[src/rtl/alu_pkg.sv]
// Shared encodings for the bit-serial ALU sequencer and its bench.
package alu_pkg;

    // Full 4-bit op words: {Ainvert, Binvert, logic field}
    localparam logic [3:0] OP_AND = 4'b0000;
    localparam logic [3:0] OP_OR  = 4'b0001;
    localparam logic [3:0] OP_ADD = 4'b0010;
    localparam logic [3:0] OP_SUB = 4'b0110;
    localparam logic [3:0] OP_NOR = 4'b1100;

    // Logic field, op[1:0]
    localparam logic [1:0] LOGIC_AND     = 2'b00;
    localparam logic [1:0] LOGIC_OR      = 2'b01;
    localparam logic [1:0] LOGIC_ADD     = 2'b10;
    localparam logic [1:0] LOGIC_ILLEGAL = 2'b11;

    // Sequencer states
    localparam logic [1:0] ST_IDLE = 2'd0;
    localparam logic [1:0] ST_RUN  = 2'd1;
    localparam logic [1:0] ST_DONE = 2'd2;

    // True when the op uses the carry chain (ADD/SUB family)
    function automatic logic is_add_class(input logic [3:0] op);
        return op[1:0] == LOGIC_ADD;
    endfunction

endpackage

[src/rtl/serial_shift_reg.sv]
// Right-shifting register with parallel load; the serial input enters at the MSB.
module serial_shift_reg #(
    parameter int WIDTH = 8
) (
    input  logic             clk,
    input  logic             reset,
    input  logic             load,
    input  logic [WIDTH-1:0] load_val,
    input  logic             shift,
    input  logic             ser_in,
    output logic [WIDTH-1:0] par_out,
    output logic             ser_out
);

    logic [WIDTH-1:0] data_q;
    logic [WIDTH-1:0] data_d;

    // Load wins over shift; otherwise hold
    always_comb begin
        data_d = data_q;
        if (load) begin
            data_d = load_val;
        end else if (shift) begin
            data_d = {ser_in, data_q[WIDTH-1:1]};
        end
    end

    // State register, cleared by reset
    always_ff @(posedge clk or posedge reset) begin
        if (reset) begin
            data_q <= '0;
        end else begin
            data_q <= data_d;
        end
    end

    assign par_out = data_q;
    assign ser_out = data_q[0];

endmodule

[src/rtl/alu_serial_ctrl.sv]
// Bit-serial sequencer driving an external 1-bit ALU slice, LSB first, with a registered carry chain.
module alu_serial_ctrl
    import alu_pkg::*;
#(
    parameter int WIDTH = 8
) (
    input  logic             clk,
    input  logic             reset,
    input  logic             in_valid,
    output logic             in_ready,
    input  logic [WIDTH-1:0] in_a,
    input  logic [WIDTH-1:0] in_b,
    input  logic [3:0]       in_op,
    output logic             slice_a,
    output logic             slice_b,
    output logic             slice_carryin,
    output logic [3:0]       slice_op,
    input  logic             slice_result,
    input  logic             slice_carryout,
    output logic             out_valid,
    input  logic             out_ready,
    output logic [WIDTH-1:0] out_result,
    output logic             out_carry,
    output logic             out_ovf,
    output logic             out_zero,
    output logic             out_illegal
);

    localparam int CNT_W = $clog2(WIDTH);
    localparam logic [CNT_W-1:0] LAST_BIT = CNT_W'(WIDTH - 1);

    logic [1:0]       state_q, state_d;
    logic [CNT_W-1:0] cnt_q, cnt_d;
    logic [3:0]       op_q, op_d;
    logic             carry_q, carry_d;
    logic             cout_q, cout_d;
    logic             ovf_q, ovf_d;
    logic             zero_q, zero_d;
    logic             illegal_q, illegal_d;

    logic             accept;
    logic             running;
    logic             a_ser, b_ser;
    logic [WIDTH-1:0] a_word, b_word, res_word;
    logic             res_ser;
    logic             unused_bits;

    assign accept  = in_valid && (state_q == ST_IDLE);
    assign running = (state_q == ST_RUN);

    // Operands are consumed only through their serial outputs
    assign unused_bits = ^{a_word, b_word, res_ser};

    serial_shift_reg #(.WIDTH(WIDTH)) u_a_reg (
        .clk(clk), .reset(reset), .load(accept), .load_val(in_a),
        .shift(running), .ser_in(1'b0), .par_out(a_word), .ser_out(a_ser)
    );

    serial_shift_reg #(.WIDTH(WIDTH)) u_b_reg (
        .clk(clk), .reset(reset), .load(accept), .load_val(in_b),
        .shift(running), .ser_in(1'b0), .par_out(b_word), .ser_out(b_ser)
    );

    serial_shift_reg #(.WIDTH(WIDTH)) u_res_reg (
        .clk(clk), .reset(reset), .load(accept), .load_val('0),
        .shift(running), .ser_in(slice_result), .par_out(res_word), .ser_out(res_ser)
    );

    // Sequencer, carry chain and flag capture
    always_comb begin
        state_d   = state_q;
        cnt_d     = cnt_q;
        op_d      = op_q;
        carry_d   = carry_q;
        cout_d    = cout_q;
        ovf_d     = ovf_q;
        zero_d    = zero_q;
        illegal_d = illegal_q;
        case (state_q)
            ST_IDLE: begin
                if (in_valid) begin
                    cnt_d     = '0;
                    cout_d    = 1'b0;
                    ovf_d     = 1'b0;
                    zero_d    = 1'b0;
                    illegal_d = (in_op[1:0] == LOGIC_ILLEGAL);
                    carry_d   = is_add_class(in_op) ? in_op[2] : 1'b0;
                    if (in_op[1:0] == LOGIC_ILLEGAL) begin
                        op_d    = 4'b0000;
                        zero_d  = 1'b1;
                        state_d = ST_DONE;
                    end else begin
                        op_d    = in_op;
                        state_d = ST_RUN;
                    end
                end
            end
            ST_RUN: begin
                cnt_d = cnt_q + 1'b1;
                if (is_add_class(op_q)) begin
                    carry_d = slice_carryout;
                end
                if (cnt_q == LAST_BIT) begin
                    state_d = ST_DONE;
                    cout_d  = is_add_class(op_q) && slice_carryout;
                    ovf_d   = is_add_class(op_q) && (carry_q ^ slice_carryout);
                    zero_d  = ({slice_result, res_word[WIDTH-1:1]} == '0);
                end
            end
            ST_DONE: begin
                if (out_ready) begin
                    state_d = ST_IDLE;
                end
            end
            default: state_d = ST_IDLE;
        endcase
    end

    // Control and flag registers; reset discards any partial operation
    always_ff @(posedge clk or posedge reset) begin
        if (reset) begin
            state_q   <= ST_IDLE;
            cnt_q     <= '0;
            op_q      <= 4'b0000;
            carry_q   <= 1'b0;
            cout_q    <= 1'b0;
            ovf_q     <= 1'b0;
            zero_q    <= 1'b0;
            illegal_q <= 1'b0;
        end else begin
            state_q   <= state_d;
            cnt_q     <= cnt_d;
            op_q      <= op_d;
            carry_q   <= carry_d;
            cout_q    <= cout_d;
            ovf_q     <= ovf_d;
            zero_q    <= zero_d;
            illegal_q <= illegal_d;
        end
    end

    assign in_ready      = (state_q == ST_IDLE);
    assign out_valid     = (state_q == ST_DONE);
    assign slice_a       = running && a_ser;
    assign slice_b       = running && b_ser;
    assign slice_carryin = running && carry_q;
    assign slice_op      = running ? op_q : 4'b0000;
    assign out_result    = res_word;
    assign out_carry     = cout_q;
    assign out_ovf       = ovf_q;
    assign out_zero      = zero_q;
    assign out_illegal   = illegal_q;

endmodule

[config.mk]
export PLATFORM = sky130hd
export DESIGN_NAME = alu_serial_ctrl
export DESIGN_NICKNAME = d
export VERILOG_FILES = /design/src/rtl/alu_pkg.sv /design/src/rtl/serial_shift_reg.sv /design/src/rtl/alu_serial_ctrl.sv
export SDC_FILE = /design/constraint.sdc
export NUM_CORES = 1
export LEC_CHECK = 0
export CAP_MARGIN = 10
export CELL_PAD_IN_SITES_DETAIL_PLACEMENT = 1
export CELL_PAD_IN_SITES_GLOBAL_PLACEMENT = 1
export CORE_ASPECT_RATIO = 2
export CORE_MARGIN = 2
export CORE_UTILIZATION = 39
export CTS_CLUSTER_DIAMETER = 200
export DETAILED_ROUTE_END_ITERATION = 12
export GPL_ROUTABILITY_DRIVEN = 1
export GPL_TIMING_DRIVEN = 0
export HOLD_SLACK_MARGIN = 0.15
export PLACE_DENSITY_LB_ADDON = 0.2
export SETUP_SLACK_MARGIN = 0.5
export SYNTH_ARGS = -nofsm -noshare
export SYNTH_HDL_FRONTEND = slang
export SYNTH_SLANG_ARGS = --single-unit
export TNS_END_PERCENT = 1
[constraint.sdc]
create_clock -name clk -period 3.7 [get_ports clk]
set_input_delay 0.74 -clock clk [delete_from_list [all_inputs] [get_ports clk]]
set_output_delay 0.74 -clock clk [all_outputs]
set_load 0.01 [all_outputs]
==> flow_metrics.env, run 1 <==
export IMPL_cts_hold_fix_buffers=0
export IMPL_finalPower_mw=2.07
export IMPL_clockRootBuffer="clkbuf_8"
export IMPL_crit_required_ns=2.96
export IMPL_grt_ovfl_total=0
export IMPL_seq_area_frac_synth_pct=52.3
export IMPL_yosysWarningCount=0
export IMPL_die_y_um=101
export IMPL_syn_inst=190
export IMPL_arrival_ns=2.06
export IMPL_worstSkewPairLatency_ns=0.29
export IMPL_crit_type="flop to primary output"
export IMPL_grt_max_degree=39
export IMPL_numCtsBuffers=5
export IMPL_rsz0062_at_grt="no"
export IMPL_syn_to_final_growth_pct=37.0
export IMPL_dp_cells=291
export IMPL_cts_setup_buffers=0
export IMPL_vias=1565
export IMPL_leakage_nw=1.18
export IMPL_min_period_ns=2.80
export IMPL_finalSetupViolCount=0
export IMPL_num_nets_final=271
export IMPL_drt_pre_antenna_iters=4
export IMPL_drt_wl_total_um=4560
export IMPL_drive_gt1_share_pct=11.9
export IMPL_syn_nets=218
export IMPL_hp_class="flop to flop"
export IMPL_syn_avg_cell_area_um2=9.57
export IMPL_critPathLaunchType="flop"
export IMPL_yosys_top_cells_area="dfrtp_1 52%, nand2_1 11%, nand3_1 7.2%, a22oi_1 5.8%, buf_6 3.1%"
export IMPL_tns_ns=0
export IMPL_power_density_mw_per_mm2=831
export IMPL_dieArea_mm2=0.00526
export IMPL_cts_resized=0
export IMPL_tritoncts="done"
export IMPL_drt_iter0_markers=18
export IMPL_fin_crit_sh_pct=75.7
export IMPL_whs_ns=0.465
export IMPL_portBuffers=46
export IMPL_cap_violations=0
export IMPL_vias_per_cell=5.23
export IMPL_grt_pass1_vias=1741
export IMPL_wl_per_cell_um=15.3
export IMPL_grt_antenna_before_repair=0
export IMPL_finalClockSkew_ns=0.00508
export IMPL_synth_cell_type_count=30
export IMPL_peakVddDrop_v=0.000509
export IMPL_hold_viol_final=0
export IMPL_dpl_hpwl_um=3260
export IMPL_core_area_mm2=0.00455
export IMPL_io_pins=47
export IMPL_drv_slew=0
export IMPL_grt_pass1_wl_um=7880
export IMPL_synth_area_leader_cell="dfrtp_1"
export IMPL_clock_path_buffers=2
export IMPL_fin_util_pct=54.7
export IMPL_num_rows=35
export IMPL_start_util_pct=39.9
export IMPL_synth_top_cell_area_share_pct=52.3
export IMPL_final_cells=299
export IMPL_worst_pin_slew_ns=0.796
export IMPL_cts_sinks=38
export IMPL_drtAntennaViolNets=0
export IMPL_outcome="completed"
export IMPL_worstPathMaxFanout=10
export IMPL_cp_end_kind="primary output"
export IMPL_synth_seq_cells=38
export IMPL_track_usage_pct=20.0
export IMPL_max_slew_margin_pct=46.8
export IMPL_max_freq_mhz=357
export IMPL_die_w_um=52.3
export IMPL_h_tree_depth=2
export IMPL_gp_congestion=0.698
export IMPL_drc=0
export IMPL_synth_area_mm2=0.00182
export IMPL_diodes=0
export IMPL_cts_reportedPaths_clkPinSlew_ns=0.08
## state kept, by name, indices dropped and copies added (netlist names)
signal	count
carry_q	1
cnt_q	3
op_q	4
out_carry	1
out_illegal	1
out_ovf	1
out_zero	1
state_q	2
u_a_reg.par_out	8
u_b_reg.par_out	8
u_res_reg.par_out	8
## synthesized netlist by cell type
master and n:
and4bb_2 1, or4_1 2, nor3b_2 1, and2b_1 1, nor2_1 1, buf_2 9, nand2_1 52, buf_6 5
mux2i_1 2, nand3_1 26, nand2b_1 2, o21ai_1 1, nand4b_1 1, a21oi_1 2, o21ai_0 3, o2bb2ai_1 1
xor2_1 1, a22oi_1 14, ha_1 2, nor2b_1 1, o221ai_1 1, and2_1 7, nand3b_1 4, inv_1 5
or3b_1 1, dfrtp_1 38, nand3_2 3, o31a_1 1, buf_4 1, a21o_1 1
## final cells by class
class	instances	area, µm²
Sequential cell	38	951
Buffer	15	109
Tap cell	55	68.8
Timing Repair Buffer	46	460
Multi-Input combinational cell	132	739
Clock inverter	2	60.1
Fill cell	531	2060
Inverter	5	18.8
Clock buffer	6	82.6
## through the flow
stage                     worst slack [ns]  area (µm²)
after floorplan                       1.89        1820
after global placement                1.18        2350
after detailed placement              1.20        2350
after CTS                            0.850        2490
after global routing                 0.750        2490
final                                0.899        2490
## layer usage
metal,track usage [%],up-vias,part of all wire [%]
met5,0,-,0
met4,7.69,0,1.5
met3,3.71,4,3.0
met2,35.7,35,54
met1,22.8,775,42
li1,-,751,-
## where the power goes
group          switching (mW)  leakage, nW  internal [mW]
Clock                   0.152       0.0714          0.288
Sequential              0.116        0.485          0.598
Combinational           0.475        0.623          0.440
## logic make-up after synthesis
kind of cell | after synthesis | synth area share, %
and+or+nand+nor | 103 | 28.4
DFF | 38 | 52.3
AOI/OAI and AO/OA | 24 | 9.29
buffers and inverters | 20 | 7.02
muxes | 2 | 1.10
adders and majority gates | 2 | 1.38
xor gates and xnor gates | 1 | 0.482
## critical path, stage by stage (launching register included)
cell and delay, ns:
dfrtp_1 0.35, buf_2 0.21, and2b_1 0.27, buf_2 0.25
and2_1 0.15, clkdlybuf4s50_1 0.53
## cell usage in the layout, fill, tap and decap left out, drive strengths merged
cell           count
nor2b              1
dfrtp             38
or3b               1
xor2               1
buf               15
bufinv             2
and2b              1
nand3b             4
mux2i              2
inv                5
a21o               1
clkdlybuf4s50     46
nand2b             2
o21ai              4
nor3b              1
o31a               1
a22oi             14
a21oi              2
nand3             29
o2bb2ai            1
nand2             52
and4bb             1
o221ai             1
and2               7
clkbuf             6
nor2               1
nand4b             1
or4                2
ha                 2
## worst paths after layout
| kind | slack, ns | cells after the start | end | from |
|---|---|---|---|---|
| worst max-delay path | 0.90 | 5 | slice_a | state_q[0]$_DFFE_PP0P_ |
| worst min-delay path | 0.47 | 2 | op_q[2]$_DFFE_PP0P_ | op_q[2]$_DFFE_PP0P_ |
| worst max register to register | 2.23 | 5 | u_a_reg.par_out[3]$_DFFE_PP0P_ | state_q[0]$_DFFE_PP0P_ |
| worst min register to register | 0.47 | 2 | op_q[2]$_DFFE_PP0P_ | op_q[2]$_DFFE_PP0P_ |
| max in group asynchronous | 2.28 | 2 | out_carry$_DFFE_PP0P_ | reset |
| min in group asynchronous | 0.91 | 2 | op_q[3]$_DFFE_PP0P_ | reset |
No activity file was read; power rests on OpenSTA's default activity.
==> run 2: changes to the inputs <==
CORE_UTILIZATION = 36   (was 39)
clock period = 2.77 ns   (was 3.7 ns; I/O delays follow)
==> run 2 against run 1 <==
Effect of this change: combinational power is 37% higher; global-route usage is 1.9 points lower; routed wire length is 1.1% higher; die area is 7.8% higher; first-iteration DRC count is 11% lower; clock-buffer cell count is 1 lower; register-to-register slack worse by 1.0 ns; setup slack worse by 0.53 ns; critical path type unchanged; largest power group unchanged.
==> flow_metrics.env, run 2 (synthesis results as in run 1) <==
export IMPL_outcome="completed"
export IMPL_diodes=0
export IMPL_cp_slowest_stage_delay_ns=0.47
export IMPL_drtAntennaViolNets=0
export IMPL_arrival_ns=1.85
export IMPL_rsz0062_at_grt="yes"
export IMPL_power_density_mw_per_mm2=1080
export IMPL_portBuffers=46
export IMPL_fin_crit_sh_pct=86.7
export IMPL_grt_max_degree=39
export IMPL_io_pins=47
export IMPL_r2r_start="state_q[0]$_DFFE_PP0P_"
export IMPL_cp_end_kind="primary output"
export IMPL_core_area_mm2=0.00486
export IMPL_die_w_um=54.3
export IMPL_peakVddDrop_v=0.000579
export IMPL_cts_reportedPaths_clkPinSlew_ns=0.08
export IMPL_grt_pass1_vias=1585
export IMPL_drive_gt1_share_pct=12.7
export IMPL_hp_class="flop to flop"
export IMPL_max_freq_mhz=416
export IMPL_worstSkewPairLatency_ns=0.29
export IMPL_num_rows=36
export IMPL_crit_required_ns=2.22
export IMPL_slowest_stage="clkdlybuf4s50_1"
export IMPL_drv_slew=0
export IMPL_layout_commonest_cell="nand2_1"
export IMPL_gp_congestion=0.699
export IMPL_vias_per_cell=5.14
export IMPL_nFillCells=554
export IMPL_tritoncts="done"
export IMPL_post_route_cell_area_mm2=0.00248
export IMPL_syn_to_final_growth_pct=36.5
export IMPL_clock_path_buffers=2
export IMPL_dpl_hpwl_um=3350
export IMPL_dieArea_mm2=0.00567
export IMPL_track_usage_pct=18.1
export IMPL_drt_wl_total_um=4610
export IMPL_clockRootBuffer="clkbuf_8"
export IMPL_path_buf_inv=3
export IMPL_drc=0
export IMPL_grt_antenna_before_repair=0
export IMPL_die_y_um=105
export IMPL_dpl_instance_area_mm2=0.00235
export IMPL_h_tree_depth=2
export IMPL_drt_pre_antenna_iters=4
export IMPL_finalSetupViolCount=0
export IMPL_final_cell_mix="52 x nand2_1, 44 x clkdlybuf4s50_1, 38 x dfrtp_1, 26 x nand3_1, 14 x a22oi_1"
export IMPL_num_nets_final=272
export IMPL_hp_start="op_q[3]$_DFFE_PP0P_"
export IMPL_critical_path_top_delay_family="buffers and inverters"
export IMPL_worstPathMaxFanout=10
export IMPL_cts_sinks=38
export IMPL_max_slew_margin_pct=45.7
export IMPL_finalClockSkew_ns=0.00751
export IMPL_tns_ns=0
export IMPL_path_cells="buf_4, and2b_2, buf_6, and2_1, clkdlybuf4s50_1"
export IMPL_fin_util_pct=51.0
export IMPL_hold_viol_final=0
export IMPL_grt_pass1_wl_um=7670
export IMPL_critPathLaunchType="flop"
export IMPL_cap_violations=0
export IMPL_grt_ovfl_total=0
export IMPL_numCtsBuffers=5
export IMPL_crit_type="flop to primary output"
export IMPL_worst_pin_slew_ns=0.813
export IMPL_leakage_nw=1.18
export IMPL_start_util_pct=37.4
export IMPL_crit_start="state_q[0]$_DFFE_PP0P_"
export IMPL_min_period_ns=2.40
export IMPL_drt_iter0_markers=16
export IMPL_vias=1552
export IMPL_wl_per_cell_um=15.3
## run 2: worst paths after layout
kind / end / slack (ns) / cells past startpoint
min in group asynchronous: op_q[2]$_DFFE_PP0P_ / 0.74 / 2
worst max-delay path: slice_op[1] / 0.37 / 5
max in group asynchronous: cnt_q[0]$_DFFE_PP0P_ / 1.51 / 2
worst min register to register: op_q[3]$_DFFE_PP0P_ / 0.48 / 2
worst min-delay path: op_q[3]$_DFFE_PP0P_ / 0.48 / 2
worst max register to register: u_a_reg.par_out[5]$_DFFE_PP0P_ / 1.22 / 6
## run 2: cell type report
class,instances,area (µm²),share of cell area [%]
flip-flops and latches,38,951,38.3
well taps,57,71.3,2.87
multi-input cells,132,741,29.8
inverters,5,18.8,0.756
repair buffers,47,469,18.9
clock inverters,3,45.0,1.81
plain buffers,15,118,4.74
clock buffers,5,68.8,2.77
## run 2: power by group
| part | switching [mW] | total (mW) | internal [mW] |
|---|---|---|---|
| clock | 0.210 | 0.478 | 0.268 |
| sequential | 0.152 | 0.951 | 0.798 |
| combinational | 0.643 | 1.25 | 0.610 |
## run 2: metrics by stage
step / setup WS [ns] / power [mW] / std cells / hold slack (ns)
floorplan: 1.15 / 1.70 / 190 / 0.430
global placement: 0.427 / 2.17 / 293 / 0.443
detailed placement: 0.431 / 2.21 / 293 / 0.464
CTS: 0.346 / 2.73 / 302 / 0.484
global route: 0.303 / 2.91 / 302 / 0.522
finish: 0.369 / 2.68 / 302 / 0.480
## run 2: repair_timing
item	in CTS	in global routing
hold buffers	0	0
setup endpoints to repair	7	6
buffers inserted	1	0
resized for setup	5	1
## run 2: tightest hold or removal path, delay by kind of cell, from the launching register on
kind | cells | cell delay, ns
simple gates | 2 | 0.10
flops | 1 | 0.34
## run 2: layer usage
layer	wire length, µm	track usage [%]	up-vias
li1	-	-	752
met2	2470	30.6	37
met3	163	3.16	6
met4	71	5.89	0
met1	1910	22.2	757
met5	0	0	-
==> run 3: changes to the inputs <==
CAP_MARGIN = 5   (was 10)
==> results of run 3 <==
No change in the layout: final DEF, timing and power equal those of run 2.
